**src/rtl/instr_prefetch_unit.sv**
```systemverilog
// Instruction prefetch unit: fetches from variable-latency imem into a small queue
// and presents {pc, instr} to decode; redirects flush wrong-path work.
module instr_prefetch_unit #(
   parameter int                 ADDR_W   = 32,
   parameter int                 DEPTH    = 4,
   parameter logic [ADDR_W-1:0]  RESET_PC = '0
) (
   input  logic                       clk,
   input  logic                       reset,
   output logic                       imem_req,
   output logic [ADDR_W-1:0]          imem_addr,
   input  logic                       imem_ack,
   input  logic [31:0]                imem_rdata,
   output logic                       inst_valid,
   input  logic                       inst_ready,
   output logic [31:0]                inst_data,
   output logic [ADDR_W-1:0]          inst_pc,
   input  logic                       redir_valid,
   input  logic [1:0]                 redir_kind,
   input  logic [ADDR_W-1:0]          redir_pc,
   input  logic [15:0]                redir_imm16,
   input  logic [25:0]                redir_jtarget,
   input  logic [ADDR_W-1:0]          redir_reg,
   output logic [$clog2(DEPTH):0]     queue_count
);

   localparam int PW = $clog2(DEPTH);
   localparam int CW = PW + 1;
   localparam logic [CW-1:0] DEPTH_C = CW'(DEPTH);

   typedef enum logic [1:0] {IDLE, WAIT, STALE} state_e;

   state_e            state_q;
   logic [ADDR_W-1:0] fetch_pc_q;
   logic [ADDR_W-1:0] req_addr_q;
   logic              req_q;
   logic [PW-1:0]     wr_ptr_q;
   logic [PW-1:0]     rd_ptr_q;
   logic [CW-1:0]     count_q;

   logic [31:0]       data_mem [DEPTH];
   logic [ADDR_W-1:0] pc_mem   [DEPTH];

   logic              redir_act;
   logic              push;
   logic              pop;
   logic [ADDR_W-1:0] pc4;
   logic [ADDR_W-1:0] branch_tgt;
   logic [ADDR_W-1:0] jump_tgt;
   logic [ADDR_W-1:0] jr_tgt;
   logic [ADDR_W-1:0] target_d;

   assign redir_act  = redir_valid && (redir_kind != 2'b11);
   assign pc4        = redir_pc + ADDR_W'(4);
   assign branch_tgt = pc4 + {{(ADDR_W-18){redir_imm16[15]}}, redir_imm16, 2'b00};
   assign jr_tgt     = redir_reg & ~ADDR_W'(3);

   // Narrow configurations have no upper PC bits left to carry into a jump target.
   if (ADDR_W > 28) begin : g_jump_hi
      assign jump_tgt = {pc4[ADDR_W-1:28], redir_jtarget, 2'b00};
   end else begin : g_jump_lo
      assign jump_tgt = {redir_jtarget, 2'b00};
   end

   always_comb begin
      target_d = branch_tgt;
      case (redir_kind)
         2'b01:   target_d = jump_tgt;
         2'b10:   target_d = jr_tgt;
         default: target_d = branch_tgt;
      endcase
   end

   // A redirect voids both the in-flight enqueue and any same-cycle dequeue.
   assign push = (state_q == WAIT) && imem_ack && !redir_act;
   assign pop  = (count_q != '0) && inst_ready && !redir_act;

   always_ff @(posedge clk or negedge reset) begin
      if (!reset) begin
         state_q    <= IDLE;
         fetch_pc_q <= RESET_PC;
         req_addr_q <= RESET_PC;
         req_q      <= 1'b0;
         wr_ptr_q   <= '0;
         rd_ptr_q   <= '0;
         count_q    <= '0;
      end else begin
         if (redir_act) begin
            wr_ptr_q <= '0;
            rd_ptr_q <= '0;
            count_q  <= '0;
         end else begin
            if (push) wr_ptr_q <= wr_ptr_q + PW'(1);
            if (pop)  rd_ptr_q <= rd_ptr_q + PW'(1);
            count_q <= count_q + CW'(push) - CW'(pop);
         end

         case (state_q)
            IDLE: begin
               if (redir_act) begin
                  fetch_pc_q <= target_d;
               end else if (count_q < DEPTH_C) begin
                  req_q      <= 1'b1;
                  req_addr_q <= fetch_pc_q;
                  state_q    <= WAIT;
               end
            end
            WAIT: begin
               if (redir_act) begin
                  fetch_pc_q <= target_d;
                  if (imem_ack) begin
                     req_q   <= 1'b0;
                     state_q <= IDLE;
                  end else begin
                     state_q <= STALE;
                  end
               end else if (imem_ack) begin
                  req_q      <= 1'b0;
                  fetch_pc_q <= fetch_pc_q + ADDR_W'(4);
                  state_q    <= IDLE;
               end
            end
            STALE: begin
               // Request stays asserted until imem answers; the answer is thrown away.
               if (redir_act) fetch_pc_q <= target_d;
               if (imem_ack) begin
                  req_q   <= 1'b0;
                  state_q <= IDLE;
               end
            end
            default: state_q <= IDLE;
         endcase
      end
   end

   always_ff @(posedge clk) begin
      if (push) begin
         data_mem[wr_ptr_q] <= imem_rdata;
         pc_mem[wr_ptr_q]   <= req_addr_q;
      end
   end

   assign imem_req    = req_q;
   assign imem_addr   = req_addr_q;
   assign inst_valid  = (count_q != '0);
   assign inst_data   = data_mem[rd_ptr_q];
   assign inst_pc     = pc_mem[rd_ptr_q];
   assign queue_count = count_q;

endmodule

```
**config.mk**
```make
export PLATFORM = sky130hd
export DESIGN_NAME = instr_prefetch_unit
export DESIGN_NICKNAME = d
export VERILOG_FILES = /design/src/rtl/instr_prefetch_unit.sv
export SDC_FILE = /design/constraint.sdc
export NUM_CORES = 1
export LEC_CHECK = 0
export ABC_CLOCK_PERIOD_IN_PS = 2950
export CORE_MARGIN = 2
export CORE_UTILIZATION = 40
export CTS_CLUSTER_SIZE = 12
export DETAILED_ROUTE_END_ITERATION = 12
export GPL_TIMING_DRIVEN = 0
export SYNTH_ARGS = -nofsm -noshare
export SYNTH_HDL_FRONTEND = slang
export SYNTH_SLANG_ARGS = --single-unit
```
**constraint.sdc**
```tcl
create_clock -name clk -period 2.95 [get_ports clk]
set_input_delay 0.59 -clock clk [delete_from_list [all_inputs] [get_ports clk]]
set_output_delay 0.59 -clock clk [all_outputs]
set_load 0.02 [all_outputs]
```
# After elaboration in Yosys (flattened, before gate mapping)
# Memories as Yosys holds them, arrays and structs flattened.
# Index checks and enable logic that the tools add are counted.
# op_classes
n_eq_ne	10
n_addsub	7
reduce_logical	18
n_lt_le_gt_ge	1
bitwise_logic	1
muxes	22
# ops
op	count
$pmux 32 s2	2
$mux 32	3
$add 32x3->32 const B	2
$add 32x32->32	1
$mux 2	9
$reduce_bool 2->1	4
$ne 2x2->1 const B	3
$pmux 2 s3	1
$reduce_and 3->1	2
$logic_and 1x1->1	5
$mux 1	5
$add 2x1->2 const B	2
$eq 2x1->1 const B	2
$eq 2x2->1 const B	2
$ne 2x1->1 const B	2
$reduce_and 4->1	1
$reduce_or 2->1	2
$add 3x1->3	1
$lt 3x3->1 const B	1
$mux 3	1
$ne 3x3->1 const B	1
$reduce_bool 3->1	1
$sub 3x1->3	1
$logic_not 2->1	1
4 further kinds	4
# word_totals
mem_bits_rw	256
mem_count	2
in_bits	145
regBits	74
word_cells	68
output_inout_bits	101
# mem_list
name	words	width	rd	rd_ports_with_merged_regs	write_ports	line_no	rtl
data_mem	4	32	1	0	1	41	logic [31:0] data_mem [DEPTH];
pc_mem	4	32	1	0	1	42	logic [ADDR_W-1:0] pc_mem [DEPTH];

# Longest topological paths before layout
# Gate-level depths: netlist of the first run.
# logic_depth
ltp_word	7
mapped_depth	16
mapped_depth_nobuf	15

# Worst setup path before layout of the first run
# OpenSTA, ideal clock, no wires.
# synth_path
kind	input-to-reg
startpoint	in redir_pc[7]
endpoint	reg fetch_pc_q[30]
n_path_buf	1
path_slack_ps	-534
required_ps	2810
cell_stages	15
setup_ps	140
t_arrival_ps	3343
cell_sequence	and4_1 -> and3_1 -> nand3_1 -> nor2_1 -> xor2_1 -> ha_1 -> clkbuf_1 -> a21o_1 -> a21o_1 -> a21oi_1 -> o21bai_1 -> a2111o_1 -> a21oi_1 -> mux2i_1 -> a211oi_1
# synth_between
elab_chain_cells	5
elab_cells_between_ends	6
cone_classes	add/sub: 2; mux: 4
# synth_rtl
item	line_no	rtl
start, declared	20	input logic [ADDR_W-1:0] redir_pc,
$add 32x3->32 *	54	assign pc4 = redir_pc + ADDR_W'(4);
$add 32x32->32	55	assign branch_tgt = pc4 + {{(ADDR_W-18){redir_imm16[15]}}, redir_imm16, 2'b00};
$pmux 32 s2 *	67	case (redir_kind)
$mux 32, on equally long branches	100, 125, 109	
$pmux 32 s2 *	98	case (state_q)
end signal, assigned	101	fetch_pc_q <= target_d;
end signal, assigned	110	fetch_pc_q <= target_d;
end signal, assigned	125	if (redir_act) fetch_pc_q <= target_d;
end, declared	34	logic [ADDR_W-1:0] fetch_pc_q;
# Mark *: on every way between the ends. The rest lies on a longest branch, timed or not. The select of a mux whose other input is x is not followed.
# A chain may end at the register's enable or synchronous reset.

# Worst setup path in the final report of the first run
# layout_path
startpoint	in redir_pc[8]
endpoint	reg fetch_pc_q[30]
# The elaborated chain is that of the path after synthesis.

==> impl_results.md, run 1 <==
- Status: complete, but fails checks
- Violations in the final reports: negative setup slack
- Synth Net Count: 1,291
- Final critical-path share of the clock period: 1.02
- Post-Route Skew: 12.3 ps
- Max Buffers Root-to-Sink: 3
- Vias in the first global route: 10,700
- Largest net degree at the start of global routing: 70
- # setup viols final: 4
- RSZ-0062 raised after global routing: true
- TritonRoute pass-1 iters: 5
- I/O Buffers: 243
- Layout area overhead: 32.9%
- # diodes: 0
- Final hold violations: 0
- Ys Warns: 0
- CP startpoint: redir_pc[8]
- # IOs: 246
- Avg Cell Area, Syn: 14.2 µm²
- Post-layout minimum cycle time: 3010 ps
- Slew Limit Fails: 0
- Post-synthesis cell type count: 69
- Total Power: 17.2 mW
- Reg2reg end: fetch_pc_q[29]
- Yosys reg bits: 330
- Power Density: 830 nW/µm²
- Leak pwr: 7.37 nW
- Cells after Synth: 1,095
- Sequential cell area: 9540 µm²
- Reg2Reg Depth: 12
- Chip height: 201 µm
- Mapped Area: 15,600 µm²
- Ys async rst share: 0.224
- Arr. time, crit path: 3370 ps
- H-tree depth: 2
- Number of placement rows: 72
- Overall routing resource usage: 0.199
- Starting Density: 0.404
- Hpwl dp: 29.5 mm
- Reg clk slew, reported paths: 60 ps
- Total clock sinks: 330
- VDD IR max: 379 µV
- Routed WL: 40.9 mm
- Worst-Margin Slew: 763 ps
- Die width: 201 µm
- Max cap viols: 0
- Gr ovfl total: 0
- Worst setup path end: fetch_pc_q[30]
- Skew-Pair Late Insertion Delay: 500 ps
- Crit Reg-Reg Startpoint: state_q[0]
- Root buffer cell: clkbuf_16
- Seq/Total Area, Yosys: 0.612
- Fraction of layout cells with a size suffix above 1: 0.217
- Crit path max fanout: 4
- Number of flops mapped to enable cells by yosys: 256
- CP endpoint kind: flop
- Main flop type after synthesis: edfxtp_1
- Hold WC Path Type: in -> async
- Area of the multi-input gates: 6350 µm²
- Number of antenna violations at the first check in global routing: 0
- Critical path class: in -> reg
- Remaining DRCs: 0
- Starting DRT DRC Count: 691
- Vias per cell: 5.43
- Final setup TNS: -176 ps
- Final ANT Viol Nets: 0
- CP Launch Type: input pin
- Via count: 10,600
- Worst reg-to-reg setup slack: 200 ps
- Die area: 40,600 µm²
- First-pass GRT wire length: 62.4 mm
- CTS buffer count: 34
- Req. time, crit path: 3310 ps
- Final worst slack: -57.5 ps
- Final net count: 1,612
- Core area: 38,600 µm²
- Routed len/inst: 21.0 µm
- CTS tree: built
- Fmax: 332 MHz
- Slew HR: 0.492
- Routability Congestion: 0.870
- Fill cells: 3,334
==> cells by family after synthesis <==
| family | Yosys count | share of synthesized area |
|---|---|---|
| fa+ha+maj | 51 | 0.0419 |
| buf+inv | 64 | 0.0157 |
| flops | 330 | 0.612 |
| simple gates | 257 | 0.0803 |
| compound gates | 242 | 0.103 |
| xor+xnor | 55 | 0.0309 |
| mux | 96 | 0.116 |
==> flip-flops by register name (all words and copies together) (netlist names) <==
register and cells:
state_q 2, wr_ptr_q 2, fetch_pc_q 32, queue_count 3, imem_addr 32, imem_req 1, rd_ptr_q 2, pc_mem 128
data_mem 128
==> layout make-up <==
type | instances | share of cell area
sequential | 330 | 0.461
tap | 518 | 0.0313
timing repair buffer | 286 | 0.136
inverter | 19 | 0.00344
buffer | 44 | 0.0127
clock inverter | 2 | 0.00163
clock buffer | 51 | 0.0482
multi-input combinational | 701 | 0.306
==> worst min-delay path by stage <==
stage                        from       endpoint  slack, ps  cells past startpoint
detailed placement          reset       imem_req        420                      1
CTS                         reset       imem_req        420                      2
global route                reset       imem_req        440                      2
finish                      reset       imem_req        450                      2
global placement    fetch_pc_q[0]  fetch_pc_q[0]        450                      2
floorplan                   reset  fetch_pc_q[0]        290                      0
==> synth_stat cells, drive strengths merged (4+ instances only) <==
| cell | n | area [µm²] |
|---|---|---|
| and3 | 12 | 75.1 |
| a21o | 20 | 150 |
| a211oi | 10 | 80.1 |
| or3 | 6 | 37.5 |
| a22oi | 8 | 60.1 |
| dfrtp | 74 | 1850 |
| nor4 | 5 | 31.3 |
| nor2b | 4 | 25.0 |
| inv | 19 | 71.3 |
| a211o | 5 | 43.8 |
| a221o | 4 | 40.0 |
| mux2 | 31 | 349 |
| a21boi | 5 | 37.5 |
| clkbuf | 33 | 124 |
| o21ai | 43 | 215 |
| and2 | 11 | 68.8 |
| mux4 | 64 | 1440 |
| nand4 | 14 | 87.6 |
| o21a | 7 | 52.6 |
| a31oi | 6 | 37.5 |
| nand2 | 68 | 255 |
| nor3 | 9 | 67.6 |
| nand3 | 39 | 195 |
| nand2b | 7 | 43.8 |
| o21bai | 5 | 37.5 |
| a221oi | 20 | 181 |
| xor2 | 20 | 175 |
| xnor2 | 35 | 307 |
| nor2 | 69 | 259 |
| buf | 12 | 50.1 |
| edfxtp | 256 | 7690 |
| and4 | 5 | 43.8 |
| a21oi | 72 | 360 |
| o22ai | 6 | 37.5 |
| ha | 49 | 613 |
==> where the power goes <==
| group | total [mW] | internal, mW | switching, mW |
|---|---|---|---|
| Sequential | 6.73 | 5.98 | 0.752 |
| Clock | 4.04 | 2.41 | 1.64 |
| Combinational | 6.41 | 2.98 | 3.43 |
==> metrics by stage <==
stage / util / instances / cell area [µm²] / hold WS [ps] / setup WS [ps]
4_1_cts: 0.528 / 1939 / 20400 / 421 / -117
5_1_grt: 0.537 / 1951 / 20700 / 443 / -159
2_1_floorplan: - / 1095 / 15700 / 294 / -265
3_5_place_dp: 0.491 / 1861 / 18900 / 422 / -1450
6_report: 0.537 / 1951 / 20700 / 454 / -57.5
3_3_place_gp: 0.488 / 1856 / 18800 / 453 / -1460
==> repair_timing <==
| item | CTS | global route |
|---|---|---|
| resized for setup | 196 | 72 |
| pin swaps | 38 | 37 |
| setup buffers | 27 | 12 |
| hold endpoints to repair | 5 | 0 |
| setup endpoints to repair | 93 | 40 |
| hold buffers | 1 | 0 |
==> layer usage <==
layer,vias up,part of all wire,GRT usage
met1,5317,0.45,0.275
met4,0,0.015,0.0420
met2,285,0.49,0.337
met3,43,0.046,0.0266
li1,4948,-,-
met5,-,0,0
==> worst max-delay path: stages <==
cell and delay, ps:
buf_8 70, and4_4 230, and3_4 230, nand3_4 110, buf_12 140, nor2_4 120
xor2_2 220, ha_4 240, a21o_1 160, a21o_1 170, a21oi_2 150, o21bai_1 90
a2111o_1 390, a21oi_2 140, mux2i_1 220, a211oi_1 90
==> cell usage in the layout (no fill, tap or decap), drive strengths merged, types with 4 or more instances in the layout <==
master and count:
o22ai 6, a21oi 72, and2 11, dlygate4sd2 46, and4 5, nand4 14, nand3 39, ha 49
buf 65, nor4 5, and3 12, a211o 5, a211oi 10, xor2 20, a221o 4, mux2 31
a31oi 6, a21o 20, o21bai 5, o21ai 43, a21boi 5, nand2b 7, clkdlybuf4s50 181, dfrtp 74
o21a 7, edfxtp 256, a221oi 20, clkbuf 85, nor2b 4, nor3 9, mux4 64, or3 6
xnor2 35, a22oi 8, inv 19, nor2 69, nand2 68
Power figures use the tool's default switching activity.
==> run 2: changes to the inputs <==
- CORE_MARGIN: 2 -> not set
- CTS_BUF_LIST: not set -> sky130_fd_sc_hd__clkbuf_4
==> impl_results.md, run 2 (synthesized netlist as in run 1, its figures left out) <==
- Status: finished clean
- Remaining DRCs: 0
- Skew-Pair Late Insertion Delay: 690 ps
- Highest metal used: met4
- Largest net degree at the start of global routing: 56
- Starting Density: 0.410
- Leak pwr: 7.45 nW
- Chip height: 199 µm
- CP top delay family: compound AO/OA/AOI/OAI gates
- Power Density: 830 nW/µm²
- Arr. time, crit path: 3450 ps
- Req. time, crit path: 3480 ps
- Slew HR: 0.476
- Critical path class: in -> reg
- Die area: 39,800 µm²
- Met2 wire length: 19.8 mm
- Number of antenna violations at the first check in global routing: 1
- Placed cells: 1,854
- Max Buffers Root-to-Sink: 3
- CTS tree: built
- Total clock sinks: 330
- Overall routing resource usage: 0.207
- CP endpoint kind: flop
- Fmax: 342 MHz
- Gr ovfl total: 0
- # setup viols final: 0
- VDD IR max: 347 µV
- Number of placement rows: 71
- Design Area, Final: 20,400 µm²
- CTS buffer count: 81
- Max cap viols: 0
- Routability Congestion: 0.865
- Routed WL: 41.1 mm
- Critical Path Slowest Stage Cell: a2111o_1
- Routed len/inst: 20.2 µm
- Routed length on met1: 17.8 mm
- Total Power: 16.9 mW
- Fraction of layout cells with a size suffix above 1: 0.257
- Worst path cell trace: buf_8 > and4_4 > and3_4 > nand3_4 > nor2_4 > xor2_1 > ha_1 > buf_8 > a21o_1 > a21o_1 > a21oi_2 > o21bai_1 > a2111o_1 > a21oi_2 > mux2i_1 > a211oi_1
- Worst-Margin Slew: 782 ps
- Core area: 38,000 µm²
- Vias in the first global route: 11,100
- Post-layout minimum cycle time: 2920 ps
- Via count: 10,900
- H-tree depth: 3
- Sequential cell area: 9540 µm²
- Final net count: 1,652
- Most common cell after layout, fill and taps aside: edfxtp_1
- Die width: 199 µm
- Final ANT Viol Nets: 0
- Most frequent cells in the layout: 256 x edfxtp_1, 157 x clkdlybuf4s50_1, 127 x clkbuf_4
- Met3 WL: 2.77 mm
- Root buffer cell: clkbuf_4
- Post-DP Area: 18,900 µm²
- First-pass GRT wire length: 62.0 mm
- Reg clk slew, reported paths: 70 ps
- Final hold violations: 0
- Vias per cell: 5.34
- Final critical-path share of the clock period: 0.991
- Slew Limit Fails: 0
- TritonRoute pass-1 iters: 5
- Fill cells: 3,390
- CP Launch Type: input pin
- Hold WC Path Type: in -> async
- Post-Route Skew: 26.5 ps
- Bufs and invs on worst path: 2
- Layout area overhead: 30.7%
- Final setup TNS: 0 ps
- Largest registers: data_mem x128, pc_mem x128
- Finished Layout Cells: 2,034
- Slowest stage delay, CP: 430 ps
- # IOs: 246
- Area of the multi-input gates: 6070 µm²
- I/O Buffers: 243
- Hpwl dp: 29.5 mm
- Starting DRT DRC Count: 529
- Crit path max fanout: 5
==> run 2: per-stage QoR <==
step	worst slack, ps	util	hold WS (ps)
CTS	-41.2	0.535	335
detailed placement	-1370	0.498	461
global placement	-1490	0.494	451
floorplan	-265	-	294
global route	-11.3	0.535	377
finish	26.8	0.535	403
==> run 2: area by class of cell <==
class | instances | area share
clock buffer | 123 | 0.0454
buffer | 45 | 0.0165
multi-input combinational | 701 | 0.298
tap | 511 | 0.0314
timing repair buffer | 278 | 0.128
clock inverter | 25 | 0.00860
sequential | 330 | 0.469
antenna | 2 | 0.000246
inverter | 19 | 0.00350
==> run 2: final timing paths <==
check	depth (start not counted)	endpoint	slack [ps]	from
worst max-delay path	16	fetch_pc_q[30]	30	redir_pc[6]
worst min-delay path	2	queue_count[0]	400	reset
worst max register to register	9	fetch_pc_q[13]	260	state_q[0]
worst min register to register	2	fetch_pc_q[1]	470	fetch_pc_q[1]
max in group asynchronous	3	imem_addr[5]	1960	reset
min in group clk	3	fetch_pc_q[0]	470	redir_pc[0]
==> run 2: routing by layer <==
metal	track usage	up-vias
li1	-	5087
met1	0.271	5352
met2	0.344	376
met3	0.0454	51
met4	0.0639	0
met5	0	-
==> run 2: what timing repair did <==
action | CTS | global route
buffers inserted | 13 | 16
hold buffers | 1 | 0
endpoints found under the setup margin | 85 | 55
pin swaps | 14 | 23
hold endpoints to repair | 31 | 0
resized for setup | 259 | 85
==> run 2: power by group <==
group / leakage (nW) / switching, mW / internal [mW]
logic: 3.59 / 3.40 / 2.86
registers: 3.20 / 0.743 / 5.98
clock network: 0.656 / 1.75 / 2.17
total: 7.45 / 5.89 / 11.0
==> run 3: changes to the inputs <==
- ABC_CLOCK_PERIOD_IN_PS: 2950 -> 3350
- clock period: 2.95 -> 3.35 ns (I/O delays scaled with it)
==> impl_results.md, run 3 (synthesized netlist as in run 1, its figures left out) <==
- Status: finished clean
- Starting DRT DRC Count: 609
- Crit Reg-Reg Startpoint: state_q[0]
- Fill cells: 3,346
- Met1 usage: 0.268
- CP startpoint: redir_pc[4]
- Via count: 10,800
- H-tree depth: 3
- CP endpoint kind: flop
- Slew Limit Fails: 0
- Post-layout minimum cycle time: 3260 ps
- Final ANT Viol Nets: 0
- Starting Density: 0.410
- Power Density: 730 nW/µm²
- Grt met3 use: 0.0452
- Most frequent cells in the layout: 256 x edfxtp_1, 190 x clkdlybuf4s50_1, 127 x clkbuf_4
- Slew HR: 0.452
- Final worst slack: 89.6 ps
- Leak pwr: 7.52 nW
- Number of antenna violations at the first check in global routing: 1
- Finished Layout Cells: 2,016
- Final setup TNS: 0 ps
- Crit path max fanout: 7
- Hold WC Path Type: in -> async
- Post-DP Area: 18,800 µm²
- Vias per cell: 5.38
- CTS tree: built
- Largest net degree at the start of global routing: 69
- Worst-Margin Slew: 817 ps
- CP Launch Type: input pin
- Hold_ws: 350 ps
- VDD IR max: 284 µV
- Die width: 199 µm
- Req. time, crit path: 3910 ps
- I/O Buffers: 243
- Final net count: 1,642
- Fmax: 307 MHz
- Root buffer cell: clkbuf_4
- Gr ovfl total: 0
- CTS buffer count: 83
- Die area: 39,800 µm²
- Worst setup path end: fetch_pc_q[28]
- Reg2Reg Depth: 12
- Final Util: 0.535
- Skew-Pair Late Insertion Delay: 690 ps
- Max cap viols: 0
- # IOs: 246
- Most common cell after layout, fill and taps aside: edfxtp_1
- Largest registers: data_mem x128, pc_mem x128
- Arr. time, crit path: 3820 ps
- Total clock sinks: 330
- Vias in the first global route: 11,200
- # setup viols final: 0
- Number of placement rows: 71
- Final critical-path share of the clock period: 0.973
- First-pass GRT wire length: 62.4 mm
- Total Power: 14.8 mW
- Hpwl dp: 29.6 mm
- RSZ-0062 raised after global routing: false
- Post-Route Skew: 23.5 ps
- Routed len/inst: 20.2 µm
- Final hold violations: 0
- Met2 Resource Use GR: 0.345
- Critical path class: in -> reg
- Fraction of layout cells with a size suffix above 1: 0.205
- Routed WL: 40.6 mm
- Layout area overhead: 30.4%
- Remaining DRCs: 0
- Placed cells: 1,854
- Reg clk slew, reported paths: 60 ps
- Overall routing resource usage: 0.207
- DP Worst Slack: -1300 ps
- Worst path cell trace: dlygate4sd2_1 > and4_1 > clkbuf_4 > nand4_1 > xnor2_1 > ha_2 > and3_4 > o21a_1 > a21oi_2 > nor3b_2 > a221oi_2 > buf_4 > buf_4 > o311a_1 > a41oi_1 > o21ai_1
- Slowest stage delay, CP: 380 ps
- CP most frequent cell: buf_4
- Core area: 38,000 µm²
- Routability Congestion: 0.881
- GR peak layer: met2
- Design Area, Final: 20,300 µm²
- Chip height: 199 µm
- Critical Path Slowest Stage Cell: ha_2
- Worst reg-to-reg setup slack: 560 ps
- Reg2reg end: fetch_pc_q[27]
- TritonRoute pass-1 iters: 5
- Max Buffers Root-to-Sink: 3
-- run 3: cell types whose count changed in the layout (fill, tap and decap cells not counted), moves of 3 or more --
cell,delta
o21ai_1,-3
buf_12,-4
buf_2,-18
clkbuf_2,-17
dlygate4sd2_1,-11
buf_4,-12
a21boi_0,+3
o21ai_0,+3
clkbuf_8,-3
clkdlybuf4s15_2,-10
dlymetal6s2s_1,+28
clkdlybuf4s50_1,+33
-- run 3: where the power goes --
group | total, mW | internal, mW | leakage (nW) | switching (mW)
Sequential | 5.89 | 5.26 | 3.20 | 0.628
Combinational | 5.56 | 2.60 | 3.69 | 2.95
Clock | 3.39 | 1.87 | 0.629 | 1.52
-- run 3: critical path: cells and delay by family --
kind	cells	cell delay, ps
buffers and inverters	4	810
and+or+nand+nor	4	850
AOI/OAI and AO/OA	6	950
adders and majority gates	1	380
xor gates and xnor gates	1	150
-- run 3: cell type report --
cell class,count,area (µm²),area share
flip-flops and latches,330,9540,0.469
multi-input cells,701,6020,0.296
repair buffers,266,2740,0.135
clock buffers,120,901,0.0443
well taps,511,639,0.0315
plain buffers,45,258,0.0127
clock inverters,23,165,0.00813
inverters,19,71.3,0.00351
diodes,1,2.50,0.000123
-- run 3: worst min-delay path by stage --
stage,slack [ps],end,start
detailed placement,460,fetch_pc_q[1],fetch_pc_q[1]
global placement,460,fetch_pc_q[1],fetch_pc_q[1]
floorplan,370,fetch_pc_q[0],reset
finish,350,queue_count[1],reset
CTS,290,queue_count[1],reset
global route,300,queue_count[0],reset
-- run 3: routing by layer --
layer | share of wire | vias to the layer above
met5 | 0 | -
met1 | 0.43 | 5321
met2 | 0.48 | 391
met4 | 0.020 | 0
met3 | 0.070 | 65
li1 | - | 5062
-- run 3: timing repair --
action | CTS | global route
setup buffers | 10 | 7
hold endpoints to repair | 6 | 0
resized for setup | 98 | 54
pin swaps | 12 | 11
hold buffers | 1 | 0
endpoints found under the setup margin | 79 | 46
